[config.mk]
export PLATFORM = sky130hd
export DESIGN_NAME = key_cmd_decoder
export DESIGN_NICKNAME = d
export VERILOG_FILES = /design/src/rtl/key_cmd_decoder.sv
export SDC_FILE = /design/constraint.sdc
export NUM_CORES = 1
export LEC_CHECK = 0
export CAP_MARGIN = 15
export CORE_ASPECT_RATIO = 0.9
export CORE_MARGIN = 2
export CORE_UTILIZATION = 44
export CTS_BUF_LIST = sky130_fd_sc_hd__clkbuf_16
export CTS_CLUSTER_SIZE = 24
export DETAILED_ROUTE_END_ITERATION = 6
export HOLD_SLACK_MARGIN = 0.1
export PLACE_DENSITY = 0.82
export SLEW_MARGIN = 20
export SYNTH_ARGS = -nofsm -noshare
export SYNTH_HDL_FRONTEND = slang
export SYNTH_SLANG_ARGS = --single-unit
export TNS_END_PERCENT = 100
[constraint.sdc]
create_clock -name clk -period 1.9 [get_ports clk]
set_clock_uncertainty 0.1 [all_clocks]
set_input_delay 0.285 -clock clk [delete_from_list [all_inputs] [get_ports clk]]
set_output_delay 0.285 -clock clk [all_outputs]
set_load 0.1 [all_outputs]
[src/rtl/key_cmd_decoder.sv]
// -----------------------------------------------------------------------------
// key_cmd_decoder
//
// Turns a held keypad code into single debounced events. Each physical press
// produces one event: a one-hot command (operator/start keys), a digit strobe
// (codes 0..DIGIT_MAX), or an unknown-key strobe. After a release, a hold-off
// must pass before the next press is accepted. Bounces during the hold-off are
// absorbed.
//
// Optional feature macro: KEY_REPEAT_EN
//   When defined, a continuously held key re-emits its event every REPEAT_DLY
//   cycles. When undefined, each press gives exactly one event.
//
// Ports:
//   clk          in   system clock
//   rst_n        in   asynchronous active-low reset
//   keypressed   in   [KEY_W]  key code from the scanner, valid with key_valid
//   key_valid    in   a key is currently held
//   clear        in   synchronous clear of the latched command (cmd_out only)
//   cmd_out      out  [N_CMD]  one-hot command (pulse or latched, by LATCH_MODE)
//   cmd_stb      out  1-cycle pulse on each command event
//   digit_stb    out  1-cycle pulse on each digit event
//   digit_val    out  [KEY_W]  last digit code, updated only with digit_stb
//   unknown_stb  out  1-cycle pulse for a code that is neither command nor digit
//   busy         out  FSM not in IDLE
// -----------------------------------------------------------------------------
module key_cmd_decoder #(
  parameter int                      KEY_W      = 4,
  parameter int                      N_CMD      = 3,
  parameter logic [N_CMD*KEY_W-1:0]  CMD_CODES  = {4'd15, 4'd11, 4'd10},
  parameter int                      DIGIT_MAX  = 9,
  parameter int                      HOLDOFF    = 4,
  parameter int                      LATCH_MODE = 0,
  parameter int                      REPEAT_DLY = 32
) (
  input  logic             clk,
  input  logic             rst_n,
  input  logic [KEY_W-1:0] keypressed,
  input  logic             key_valid,
  input  logic             clear,
  output logic [N_CMD-1:0] cmd_out,
  output logic             cmd_stb,
  output logic             digit_stb,
  output logic [KEY_W-1:0] digit_val,
  output logic             unknown_stb,
  output logic             busy
);

  localparam int CNT_W = $clog2(HOLDOFF + 1);

  typedef enum logic [1:0] {
    IDLE    = 2'd0,
    PRESS   = 2'd1,
    RELEASE = 2'd2
  } state_t;

  state_t             state_q, state_d;
  logic [CNT_W-1:0]   cnt_q, cnt_d;
  logic [N_CMD-1:0]   cmd_out_q, cmd_out_d;
  logic               cmd_stb_q, cmd_stb_d;
  logic               digit_stb_q, digit_stb_d;
  logic [KEY_W-1:0]   digit_val_q, digit_val_d;
  logic               unknown_stb_q, unknown_stb_d;

  // Event request for this cycle and the code it decodes.
  logic               fire;
  logic [KEY_W-1:0]   dec_code;
  logic [N_CMD-1:0]   match;
  logic [N_CMD-1:0]   cmd_onehot;
  logic               is_cmd;
  logic               is_digit;

`ifdef KEY_REPEAT_EN
  localparam int RPT_W = $clog2(REPEAT_DLY + 1);

  logic [RPT_W-1:0]   rpt_q, rpt_d;
  logic [KEY_W-1:0]   code_q, code_d;

  // A new press decodes the live input; repeats decode the latched code.
  assign dec_code = (state_q == IDLE) ? keypressed : code_q;
`else
  logic unused_repeat_dly;
  assign unused_repeat_dly = ^REPEAT_DLY;
  assign dec_code = keypressed;
`endif

  // Per-channel comparators.
  generate
    for (genvar gi = 0; gi < N_CMD; gi++) begin : g_match
      assign match[gi] = (dec_code == CMD_CODES[gi*KEY_W +: KEY_W]);
    end
  endgenerate

  // Isolate the lowest set bit so the lowest matching channel wins.
  assign cmd_onehot = match & (~match + N_CMD'(1));
  assign is_cmd     = |match;
  assign is_digit   = !is_cmd && (int'(dec_code) <= DIGIT_MAX);

  // Next-state and output logic.
  always_comb begin
    state_d       = state_q;
    cnt_d         = cnt_q;
    fire          = 1'b0;
`ifdef KEY_REPEAT_EN
    rpt_d         = '0;
    code_d        = code_q;
`endif

    case (state_q)
      IDLE: begin
        if (key_valid) begin
          fire    = 1'b1;
          state_d = PRESS;
`ifdef KEY_REPEAT_EN
          code_d  = keypressed;
`endif
        end
      end
      PRESS: begin
        if (!key_valid) begin
          cnt_d   = CNT_W'(HOLDOFF - 1);
          state_d = RELEASE;
        end
`ifdef KEY_REPEAT_EN
        else if (rpt_q == RPT_W'(REPEAT_DLY - 1)) begin
          fire  = 1'b1;
          rpt_d = '0;
        end else begin
          rpt_d = rpt_q + RPT_W'(1);
        end
`endif
      end
      RELEASE: begin
        // A high sample here is a bounce or early re-press: no event.
        if (key_valid) begin
          state_d = PRESS;
        end else if (cnt_q == '0) begin
          state_d = IDLE;
        end else begin
          cnt_d = cnt_q - CNT_W'(1);
        end
      end
      default: begin
        state_d = IDLE;
      end
    endcase

    cmd_stb_d     = fire && is_cmd;
    digit_stb_d   = fire && is_digit;
    unknown_stb_d = fire && !is_cmd && !is_digit;
    digit_val_d   = (fire && is_digit) ? dec_code : digit_val_q;

    if (LATCH_MODE != 0) begin
      // A command in the same cycle as clear takes precedence.
      if (fire && is_cmd) begin
        cmd_out_d = cmd_onehot;
      end else if (clear) begin
        cmd_out_d = '0;
      end else begin
        cmd_out_d = cmd_out_q;
      end
    end else begin
      cmd_out_d = (fire && is_cmd) ? cmd_onehot : '0;
    end
  end

  // Reset lands in RELEASE so a key held through reset yields no event.
  always_ff @(posedge clk or negedge rst_n) begin
    if (!rst_n) begin
      state_q       <= RELEASE;
      cnt_q         <= CNT_W'(HOLDOFF - 1);
      cmd_out_q     <= '0;
      cmd_stb_q     <= 1'b0;
      digit_stb_q   <= 1'b0;
      digit_val_q   <= '0;
      unknown_stb_q <= 1'b0;
`ifdef KEY_REPEAT_EN
      rpt_q         <= '0;
      code_q        <= '0;
`endif
    end else begin
      state_q       <= state_d;
      cnt_q         <= cnt_d;
      cmd_out_q     <= cmd_out_d;
      cmd_stb_q     <= cmd_stb_d;
      digit_stb_q   <= digit_stb_d;
      digit_val_q   <= digit_val_d;
      unknown_stb_q <= unknown_stb_d;
`ifdef KEY_REPEAT_EN
      rpt_q         <= rpt_d;
      code_q        <= code_d;
`endif
    end
  end

  assign cmd_out     = cmd_out_q;
  assign cmd_stb     = cmd_stb_q;
  assign digit_stb   = digit_stb_q;
  assign digit_val   = digit_val_q;
  assign unknown_stb = unknown_stb_q;
  assign busy        = (state_q != IDLE);

endmodule

**Word level (Yosys, flattened, before mapping)**

Index checks and enable logic that the tools add are counted.

- Register bits after elaboration: 15
- Logic and storage cells: 48
- Output and inout port bits: 11

- Reduce and logical (&&, ||, !) cells: 14
- Bitwise logic cells: 2
- Add/sub/neg operators: 2
- Equality and inequality tests: 10
- Multiplexer cells: 12
- $lt $le $gt $ge: 1

Operators by type and width:

| kind | count |
|---|---|
| 4-bit == test (second input constant) | 3 |
| 3-bit 2-to-1 mux | 4 |
| 2-bit 2-to-1 mux | 4 |
| 2-bit inequality test (second input constant) | 4 |
| 2-bit one-hot mux with 3 select lines | 1 |
| 3-bit one-hot mux with 2 select lines | 1 |
| 1-bit logical AND | 5 |
| 4-bit <= comparator (second input constant) | 1 |
| 4-bit AND reduction | 1 |
| 2-bit nonzero test | 2 |
| 3-bit by 1-bit adder with 3-bit output (second input constant) | 1 |
| 3-bit AND | 1 |
| 3-bit logical NOT | 1 |
| 3-bit inequality test (second input constant) | 1 |
| 3-bit inverter | 1 |
| 3-bit AND reduction | 1 |
| 3-bit OR reduction | 1 |
| 3-bit by 1-bit subtractor with 3-bit output (second input constant) | 1 |
| 2-bit by 1-bit == test with 1-bit output (second input constant) | 1 |
| 2-bit == test (second input constant) | 1 |
| 1-bit logical NOT | 2 |
| 2-bit logical NOT | 1 |
| 1-bit 2-to-1 mux | 2 |

**Depth between registers and ports, before layout**

- Depth in word-level cells: 6
- Mapped depth: 6
- Mapped depth without buffers: 6

**Least setup slack after synthesis**

OpenSTA, ideal clock, no wires.

- Kind: register to register
- Start point: register cnt_q[0]
- End point: register cnt_q[2]
- Setup slack: 0.237 ns
- Stages on the path, launching flop included: 7
- Setup time: 0.066 ns
- Arrival: 1.497 ns
- Path buffers: 0
- Cells stage by stage: dfstp_2 > inv_1 > ha_1 > ha_1 > or3_4 > o21ai_2 > a22o_1

- Word-level cells in the longest chain between the ends: 4
- Elaborated cells between the ends (all ways): 7
- Classes of those cells: add/sub (1); eq/ne (1); mux (3); reduce/logical (2)

Ends and longest elaborated chain:

| element | RTL line | RTL |
|---|---|---|
| start, declared | 58 | `logic [CNT_W-1:0] cnt_q, cnt_d;` |
| start signal, assigned | 171 | `cnt_q <= CNT_W'(HOLDOFF - 1);` |
| start signal, assigned | 183 | `cnt_q <= cnt_d;` |
| 3-bit by 1-bit subtractor with 3-bit output | 140 | `cnt_d = cnt_q - CNT_W'(1);` |
| 3-bit 2-to-1 mux | 137 | `end else if (cnt_q == '0) begin` |
| 3-bit 2-to-1 mux | 135 | `if (key_valid) begin` |
| 3-bit one-hot mux with 2 select lines | 109 | `case (state_q)` |

Parallel ways exist; a longest one is shown, timed or not. The select of a mux whose other input is x is not followed.
A chain may end at the register's enable or synchronous reset.

**Worst setup path in the final report**

Same ends and word-level chain as after synthesis.

==> out/qor.csv <==
metric,value,unit
status,"finished, final reports clean",
dr.pass1.iters,4,
die_width,45.04,microns
area_growth_syn_to_layout,42.03,%
yosys_warnings,0,
setup_viol,0,
highest_layer,met3,
synth.distinct_cells,24,
routed_wl,1.181,mm
ys_ff_latch,15,
grt_usage,0.1541,
maxSlewViolCount,0,
gp_congestion,0.6919,
grt_overflow,0,
p_sw,0.4301,mW
cellLeakagePower,0.4802,nW
vias,469,
initial_utilization,0.4659,
start_kind,flop,
drc,0,
placementRows,13,
drt-initial-drc-count,13,
layout-drive-gt1-share,0.3544,
synthCells,56,
holdWs,0.3330,ns
route.detailed.wl_per_inst,12.56,microns
netlist_area,666.9,sq um
layout.nets,90,
cp_max_fo,3,
peakVddDrop,0.9182,mV
slew-limit-headroom,0.5946,
hold_viol,0,
maxCapViolations,0,
io_buffers,17,
criticalPathCategory,flop to flop,
period_needed,1.758,ns
fmax,568.7,MHz
end_kind,flop,
cts_resized,0,
cts_buffer_depth,2,
root_buffer,clkbuf_16,
fin_setup_tns,0,ns
post-route-period-util,0.9255,
dp_hpwl,884.5,microns
min_path_type,input port to asynchronous set/reset pin,
cts.sinks,15,
rsz0062_at_grt,false,
met1Wirelength,529,microns
sw_frac_of_total,0.3540,
pwr-share-comb,0.345,
wl_met2,589,microns
syn_nets,66,
power.density,1283,mW/mm^2
antenna_found_initial,0,
viasPerCell,4.989,
grt_max_degree,16,
cts_buffers,3,
die_area,0.001844,sq mm
core_area,0.001431,sq mm
p_int,0.7848,mW
grt_pass1_vias,417,
avgSynthCellArea,11.91,sq um
post-cts-setup-buffer-count,0,
grt_pass1_wl,1.869,mm
cp.arrival,1.84,ns
ant_nets,0,
wl_met3,62,microns
clock_latency,0.24,ns
diodes,0,
synth-seq-area-share,0.5685,
tightest_slew,0.6062,ns
cts_tree,built,
path_clk_slew,0.04,ns
h-tree-depth,1,
io_pins,19,
ctsHoldBuffers,0,
critPathRequiredTime,1.98,ns
fp.dieH,40.94,microns
power_frac_seq,0.340,
clkPwrFrac,0.315,
-- synth_stat cells --
cell type,count,area share
mux2i_1,1,0.015
nand3_1,1,0.0075
nor2_1,2,0.011
o21ai_0,1,0.0075
a22o_1,1,0.013
o21bai_1,1,0.011
nor3b_4,1,0.028
o21ai_2,1,0.013
mux2_4,3,0.068
or3_4,1,0.017
a21oi_1,3,0.023
and2_1,1,0.0094
o22ai_1,2,0.019
nand2_1,6,0.034
dfstp_2,3,0.12
or2_2,1,0.0094
nor3_1,2,0.015
dfrtp_1,12,0.45
and4_2,1,0.015
inv_1,7,0.039
ha_1,2,0.038
a2bb2oi_1,1,0.013
nor2b_1,1,0.0094
nand2_4,1,0.017
-- critical path, cell delays in order, from the launching register on --
cell and delay (ns):
dfstp_2 0.54, inv_1 0.06, ha_1 0.20, ha_1 0.20, or3_4 0.35, o21ai_2 0.12
a22o_1 0.14
-- through the flow --
step | power, mW | instance area (sq um) | cells | setup WS, ns | utilization
6_report | 1.215 | 947.2 | 94 | 0.1416 | 0.6617
5_1_grt | 1.275 | 947.2 | 94 | 0.06809 | 0.6617
4_1_cts | 1.229 | 947.2 | 94 | 0.1451 | 0.6617
3_5_place_dp | 0.8377 | 868.3 | 90 | 0.1598 | 0.6066
3_3_place_gp | 0.8300 | 868.3 | 90 | 0.1832 | 0.6066
2_1_floorplan | 0.7159 | 666.9 | 56 | 0.2372 | -
-- sequential cells by signal (all words and copies together) (netlist names) --
| register | count |
|---|---|
| digit_stb | 1 |
| unknown_stb | 1 |
| cmd_out | 3 |
| cmd_stb | 1 |
| state_q | 2 |
| digit_val | 4 |
| cnt_q | 3 |
-- routing by layer --
metal,track usage,vias up
li1,-,235
met1,0.1945,220
met2,0.2429,14
met3,0.06608,0
met4,0.04412,0
met5,0,-
-- power groups by stage --
| stage | registers (mW) | logic (mW) | clock network, mW |
|---|---|---|---|
| final | 0.413 | 0.420 | 0.382 |
| after floorplan | 0.599 | 0.117 | 0 |
| after global routing | 0.420 | 0.442 | 0.414 |
| after CTS | 0.413 | 0.423 | 0.394 |
| after global placement | 0.414 | 0.416 | 0 |
| after detailed placement | 0.417 | 0.420 | 0 |
-- layout make-up --
class	count	area, sq um
sequential	15	379.1
clock buffer	3	75.07
multi-input combinational	34	261.5
clock inverter	1	3.754
fill	121	484.2
tap	15	18.77
inverter	7	26.28
timing repair buffer	19	182.7
-- path summary, 6_finish.rpt --
| check | cells past startpoint | end | slack [ns] | start |
|---|---|---|---|---|
| worst max-delay path | 6 | cnt_q[2] | 0.14 | cnt_q[0] |
| worst min-delay path | 1 | cnt_q[2] | 0.33 | rst_n |
| worst max register to register | 6 | cnt_q[2] | 0.14 | cnt_q[0] |
| worst min register to register | 2 | cnt_q[1] | 0.40 | cnt_q[1] |
| max in group asynchronous | 1 | digit_val[1] | 0.98 | rst_n |
| min in group clk | 2 | cnt_q[1] | 0.40 | cnt_q[1] |
-- cells in the final DEF, fill, tap and decap left out, types with 2 or more instances in the layout --
master           count
a21oi_1              3
buf_12               2
buf_4               11
clkbuf_16            3
clkdlybuf4s50_1      6
dfrtp_1             12
dfstp_2              3
ha_1                 2
inv_1                8
mux2_4               3
nand2_1              6
nor2_1               2
nor3_1               2
o22ai_1              2
-- cell families after synthesis --
logic type               Yosys count  synth area share
buffers and inverters              7           0.03941
multiplexers                       4           0.08255
AO/OA/AOI/OAI                     10           0.09943
AND/OR/NAND/NOR                   18            0.1726
flip-flops                        15            0.5685
adder cells (fa/ha/maj)            2           0.03752
No activity file was read; power rests on OpenSTA's default activity.
